--- config.mk ---
export PLATFORM = sky130hd
export DESIGN_NAME = debouncer_multi
export DESIGN_NICKNAME = d
export VERILOG_FILES = /design/src/rtl/debouncer_multi.sv
export SDC_FILE = /design/constraint.sdc
export NUM_CORES = 1
export LEC_CHECK = 0
export CAP_MARGIN = 40
export CORE_MARGIN = 8
export CORE_UTILIZATION = 50
export CTS_BUF_LIST = sky130_fd_sc_hd__clkbuf_4 sky130_fd_sc_hd__clkbuf_8 sky130_fd_sc_hd__clkbuf_16
export CTS_CLUSTER_SIZE = 16
export DETAILED_ROUTE_END_ITERATION = 8
export GPL_ROUTABILITY_DRIVEN = 0
export MAX_ROUTING_LAYER = met4
export PLACE_DENSITY = 0.7
export SETUP_SLACK_MARGIN = 0.1
export SYNTH_ARGS = -nofsm -noshare
export SYNTH_HDL_FRONTEND = slang
export SYNTH_SLANG_ARGS = --single-unit
--- constraint.sdc ---
create_clock -name in_clk -period 2.2 [get_ports in_clk]
set_clock_uncertainty 0.1 [all_clocks]
set_input_delay 0.33 -clock in_clk [delete_from_list [all_inputs] [get_ports in_clk]]
set_output_delay 0.33 -clock in_clk [all_outputs]
set_load 0.03 [all_outputs]
--- src/rtl/debouncer_multi.sv ---
// N-channel pushbutton debouncer: 2-flop sync, shared sample tick, per-channel stability count.
// Define DEBOUNCER_MULTI_AUTO_REPEAT_EN to add auto-repeat press pulses on held buttons.
module debouncer_multi #(
    parameter int unsigned N_CH         = 4,
    parameter int unsigned SAMPLE_DIV   = 250000,
    parameter int unsigned STABLE_CNT   = 4,
    parameter int unsigned HOLD_TICKS   = 200,
    parameter int unsigned REPEAT_TICKS = 40
) (
    input  logic            in_clk,
    input  logic            rst,
    input  logic [N_CH-1:0] pushbutton,
    output logic [N_CH-1:0] level,
    output logic [N_CH-1:0] press,
    // "release" is a reserved word, hence the suffix
    output logic [N_CH-1:0] release_pulse,
    output logic            tick
);

    localparam int unsigned DIV_W = (SAMPLE_DIV > 1) ? $clog2(SAMPLE_DIV) : 1;
    localparam int unsigned CNT_W = $clog2(STABLE_CNT + 1);
    localparam logic [DIV_W-1:0] DIV_LAST = DIV_W'(SAMPLE_DIV - 1);
    localparam logic [CNT_W-1:0] CNT_LAST = CNT_W'(STABLE_CNT - 1);

    if (N_CH < 1 || SAMPLE_DIV < 1 || STABLE_CNT < 1 || REPEAT_TICKS < 1 ||
        HOLD_TICKS < REPEAT_TICKS) begin : g_param_check
        $error("debouncer_multi: illegal parameter combination");
    end

    logic [N_CH-1:0] sync1;
    logic [N_CH-1:0] sync2;

    always_ff @(posedge in_clk or posedge rst) begin
        if (rst) begin
            sync1 <= '0;
            sync2 <= '0;
        end else begin
            sync1 <= pushbutton;
            sync2 <= sync1;
        end
    end

    logic [DIV_W-1:0] div_cnt;
    logic             tick_raw;

    assign tick_raw = (div_cnt == DIV_LAST);
    // Gated so the strobe reads 0 during reset even when SAMPLE_DIV=1.
    assign tick     = tick_raw & ~rst;

    always_ff @(posedge in_clk or posedge rst) begin
        if (rst) begin
            div_cnt <= '0;
        end else if (tick_raw) begin
            div_cnt <= '0;
        end else begin
            div_cnt <= div_cnt + 1'b1;
        end
    end

    logic [N_CH-1:0][CNT_W-1:0] cnt_q;
    logic [N_CH-1:0][CNT_W-1:0] cnt_d;
    logic [N_CH-1:0]            differ;
    logic [N_CH-1:0]            accept;
    logic [N_CH-1:0]            level_d;
    logic [N_CH-1:0]            press_d;
    logic [N_CH-1:0]            release_d;
    logic [N_CH-1:0]            repeat_fire;

    assign differ = sync2 ^ level;

    always_comb begin
        cnt_d     = cnt_q;
        accept    = '0;
        level_d   = level;
        press_d   = '0;
        release_d = '0;
        for (int i = 0; i < N_CH; i++) begin
            if (tick_raw) begin
                if (differ[i]) begin
                    if (cnt_q[i] == CNT_LAST) begin
                        accept[i]  = 1'b1;
                        cnt_d[i]   = '0;
                        level_d[i] = sync2[i];
                    end else begin
                        cnt_d[i] = cnt_q[i] + 1'b1;
                    end
                end else begin
                    cnt_d[i] = '0;
                end
            end
            press_d[i]   = accept[i] & sync2[i];
            release_d[i] = accept[i] & ~sync2[i];
        end
    end

`ifdef DEBOUNCER_MULTI_AUTO_REPEAT_EN
    localparam int unsigned HOLD_W_H = $clog2(HOLD_TICKS + 1);
    localparam int unsigned HOLD_W_R = $clog2(REPEAT_TICKS + 1);
    localparam int unsigned HOLD_W   = (HOLD_W_H > HOLD_W_R) ? HOLD_W_H : HOLD_W_R;
    localparam logic [HOLD_W-1:0] HOLD_LAST   = HOLD_W'(HOLD_TICKS - 1);
    localparam logic [HOLD_W-1:0] HOLD_RELOAD = HOLD_W'(HOLD_TICKS - REPEAT_TICKS);

    logic [N_CH-1:0][HOLD_W-1:0] hold_q;
    logic [N_CH-1:0][HOLD_W-1:0] hold_d;

    // Fire on the tick that would bring the count to HOLD_TICKS, then reload so the
    // next pulse lands REPEAT_TICKS ticks later. Any level change clears the count.
    always_comb begin
        hold_d      = hold_q;
        repeat_fire = '0;
        for (int i = 0; i < N_CH; i++) begin
            if (accept[i] || !level[i]) begin
                hold_d[i] = '0;
            end else if (tick_raw) begin
                if (hold_q[i] == HOLD_LAST) begin
                    repeat_fire[i] = 1'b1;
                    hold_d[i]      = HOLD_RELOAD;
                end else begin
                    hold_d[i] = hold_q[i] + 1'b1;
                end
            end
        end
    end

    always_ff @(posedge in_clk or posedge rst) begin
        if (rst) begin
            hold_q <= '0;
        end else begin
            hold_q <= hold_d;
        end
    end
`else
    assign repeat_fire = '0;
`endif

    always_ff @(posedge in_clk or posedge rst) begin
        if (rst) begin
            cnt_q         <= '0;
            level         <= '0;
            press         <= '0;
            release_pulse <= '0;
        end else begin
            cnt_q         <= cnt_d;
            level         <= level_d;
            press         <= press_d | repeat_fire;
            release_pulse <= release_d;
        end
    end

endmodule

# [After elaboration in Yosys (flattened, before gate mapping)]
# Index checks and enable logic that the tools add are counted.
[classes] bitwise_logic=15 muxes=21 reduce_logical=4 add_sub_neg=5 eq_ne=5
[ops] op="$mux 3" count=8
[ops] op="$add 18x1->18 const B" count=1
[ops] op="$eq 18x18->1 const B" count=1
[ops] op="$mux 18" count=1
[ops] op="$add 3x1->3 const B" count=4
[ops] op="$eq 3x2->1 const B" count=4
[ops] op="$mux 1" count=12
[ops] op="$reduce_and 3->1" count=4
[ops] op="$and 1x1->1" count=9
[ops] op="$not 1->1" count=5
[ops] op="$xor 4x4->4" count=1
[totals] word_cells=63 input_bits=6 output_inout_bits=13 reg_bits=50

# [Longest topological paths before layout]
[depth] ltp_word=5 mapped_depth=7 depth_no_buf=5

# [Least setup slack after synthesis]
# Ideal clock, no wire load.
[synth_path] path_type="register to output" from="reg div_cnt[0]" to="out tick" t_required_ps=1770 path_stages_with_launch=8 path_slack_ps=-15 t_arrival_ps=1785 n_path_buf=2 path_cell_list="dfrtp_1 ha_1 and3_1 nand4_1 or2_1 buf_2 buf_6 nor2_1"
[synth_via] elab_chain_len=2
[synth_rtl] item="from (decl)" line_no="43" source="logic [DIV_W-1:0] div_cnt;"
[synth_rtl] item="from (signal assigned)" line_no="56" source="div_cnt <= div_cnt + 1'b1;"
[synth_rtl] item="$eq 18x18->1" line_no="46" source="assign tick_raw = (div_cnt == DIV_LAST);"
[synth_rtl] item="$and 1x1->1" line_no="48" source="assign tick = tick_raw & ~rst;"
[synth_rtl] item="to (decl)" line_no="17" source="output logic tick"
# Every way passes these cells.

# [Worst setup path in the final report]
[layout_path] from="reg div_cnt[1]" to="out tick"
# The elaborated chain is that of the path after synthesis.

==> flow_summary_export.csv <==
group,metric,value,unit
die,core,4264,um^2
timing,finalSetupViolCount,0,
setup_path,r2r_slack,200,ps
place,dp_cells,256,
drt,first_pass_iters,4,
timing,slew_headroom,75.30,%
setup_path,r2r-start,"div_cnt[1]",
drt,vias,1500,
setup_path,end_kind,"primary output",
timing,rsz0062_at_grt,"yes",
min_path,min_path_type,"flip-flop to flip-flop",
clock_network,cts_root_buf,"clkbuf_8",
synthesis,yosys_warnings,0,
clock_network,insertion_delay,300,ps
clock_network,cts_tree,"done",
grt,grt_pass1_wl,6.762,mm
power_and_ir_drop,peakVddDrop,0.0005279,V
synthesis,yosysTopAreaCell,"dfrtp_1",
cells_and_area,fin_nets,231,
timing,tns,0,ps
cells_and_area,multi_input_area,875.8,um^2
synthesis,synth-xor-area-share,7.652,%
drt,drtAntennaViolNets,0,
timing,timing.hold.ws,251.3,ps
synthesis,synth.area.top_cells,"dfrtp_1 58%, xnor2_1 5.6%, mux2_2 3.6%",
setup_path,start_kind,"flip-flop",
clock_network,clock_sinks,50,
drt,wl,4.030,mm
setup_path,crit_arrival,1650,ps
cells_and_area,postLayoutCellArea,2651,um^2
clock_network,htreeDepth,2,
cells_and_area,antennaDiodeCount,0,
grt,track_usage,13.49,%
die,initial_utilization,51.00,%
drt,via_per_inst,5.495,
die,die-area,6716,um^2
cells_and_area,stdcell_count,273,
synthesis,synth_top_family_by_area,"simple AND/OR/NAND/NOR gates",
cells_and_area,nFillCells,330,
synthesis,synthAdderAreaFrac,2.877,%
cells_and_area,drive_gt1_share,21.27,%
grt,grt_pass1_vias,1578,
die,num_io_pins,19,
synthesis,syn_inst,184,
die,chipHeight,81.95,um
drt,drt_iter0_drc,78,
cells_and_area,final_common_cell,"dfrtp_1",
cells_and_area,ff_latch_area,1254,um^2
setup_path,cp_max_fo,3,
setup_path,cp.required,1770,ps
synthesis,synth_mux_area_share,4.085,%
synthesis,synth-compound-area-share,4.430,%
synthesis,synth_top_area_share,57.54,%
min_path,min_from,"sync1[3]",
cells_and_area,area_growth,21.92,%
clock_network,postCtsHoldBufs,0,
job,maxCapViolCount,0,
place,dp_hpwl,2.831,mm
synthesis,synthSimpleGateAreaFrac,20.14,%
grt,grt_antenna_before_repair,0,
synthesis,syn-cell-area,2175,um^2
synthesis,syn_nets,195,
timing,slew_viol_final,0,
clock_network,numCtsBuffers,5,
place,io_buffers,18,
place,place_area,2447,um^2
power_and_ir_drop,leakage,1.207,nW
timing,period_share,94.42,%
timing,fmax,0.4814,GHz
power_and_ir_drop,total_power,0.001595,W
status,status,"finished clean",
clock_network,clk_path_buf_depth,2,
timing,post-route-min-period,2077,ps
synthesis,synth_seq_area_share,57.54,%
timing,worst_pin_slew,367.1,ps
die,num_rows,24,
die,dieWidth,81.95,um
cells_and_area,layout_common_cells,"48 x dfrtp_1, 17 x clkdlybuf4s50_1, 15 x nor2_1, 15 x buf_4, 14 x xnor2_1",
drt,routedWlPerCell,14.76,um
setup_path,crit_type,"flip-flop to primary output",
drt,drc_errors,0,
timing,hold_viol_final,0,
synthesis,ys_types,30,
clock_network,clkTransAtPathRegs,90,ps
synthesis,syn_avg_cell_area,11.82,um^2
grt,grt_start_max_net_pins,51,
synthesis,ys_ff_latch,50,
grt,gr-total-overflow,0,
setup_path,crit_start,"div_cnt[1]",
power_and_ir_drop,power_density,601.8,nW/um^2
[stage by stage]
| step | setup WS [ps] | util, % |
|---|---|---|
| floorplan | 124.0 | - |
| global placement | 301.3 | 57.39 |
| detailed placement | 188.7 | 57.39 |
| CTS | 100.7 | 61.71 |
| global route | 62.27 | 62.18 |
| finish | 122.8 | 62.18 |
[registers in the layout, indices dropped and copies added, names as in the netlist]
signal         flops
press              4
level              4
cnt_q             12
div_cnt           18
sync2              4
release_pulse      4
sync1              4
[routing by layer]
layer  up-vias  track usage, %  routed length [um]
li1        712               -                   -
met1       746           13.77                1660
met2        29           23.13                2108
met3        13           3.282                 126
met4         0           7.719                 135
met5         -               -                   0
[logic make-up (layout without fill, tap and decap cells)]
| kind of cell | after synthesis | in the layout |
|---|---|---|
| and+or+nand+nor | 73 | 73 |
| muxes | 8 | 8 |
| xor gates and xnor gates | 19 | 19 |
| buffers and inverters | 14 | 51 |
| AOI/OAI and AO/OA | 15 | 15 |
| adders and majority gates | 5 | 5 |
| DFF | 50 | 50 |
[final timing paths]
path	to	cells past startpoint
min reg2reg	sync2[3]	0
max	tick	6
min in group asynchronous	div_cnt[7]	3
min	sync2[3]	0
max in group asynchronous	div_cnt[8]	3
max reg2reg	level[0]	7
[synth_stat cells, drive strengths merged]
cell type,instances
nor3,10
dfrtp,50
buf,5
and2,1
o21a,4
nand3,5
nand2,6
nor4b,2
o21ai,9
xnor2,14
nor4,8
inv,9
a21oi,1
ha,5
o41ai,1
nand3b,3
and3,3
nor2,17
mux2,7
nand4,7
nand2b,5
mux2i,1
or2,1
xor2,5
and4,5
[report_power, final]
group	internal [W]	total, W	switching, W
registers	0.000925	0.000930	0.00000430
clock network	0.000335	0.000624	0.000289
logic	0.0000169	0.0000421	0.0000252
total	0.00128	0.00160	0.000318
[worst max-delay path: stages (launching register included)]
cell	delay, ps
dfrtp_1	370
ha_2	180
and3_4	200
nand4_1	110
or2_4	270
nor2_4	80
buf_6	130
[cell type report]
cell class	instances	area share, %
Timing Repair Buffer	34	11.85
Multi-Input combinational cell	120	33.03
Tap cell	52	2.454
Clock inverter	3	1.510
Inverter	9	1.274
Sequential cell	50	47.29
Clock buffer	5	2.596
[timing repair]
action / in CTS / in global routing
setup endpoints to repair: 1 / 1
setup buffers: 8 / 1
resized for setup: 5 / 3
pin swaps: 3 / 1
Power figures use the tool's default switching activity.
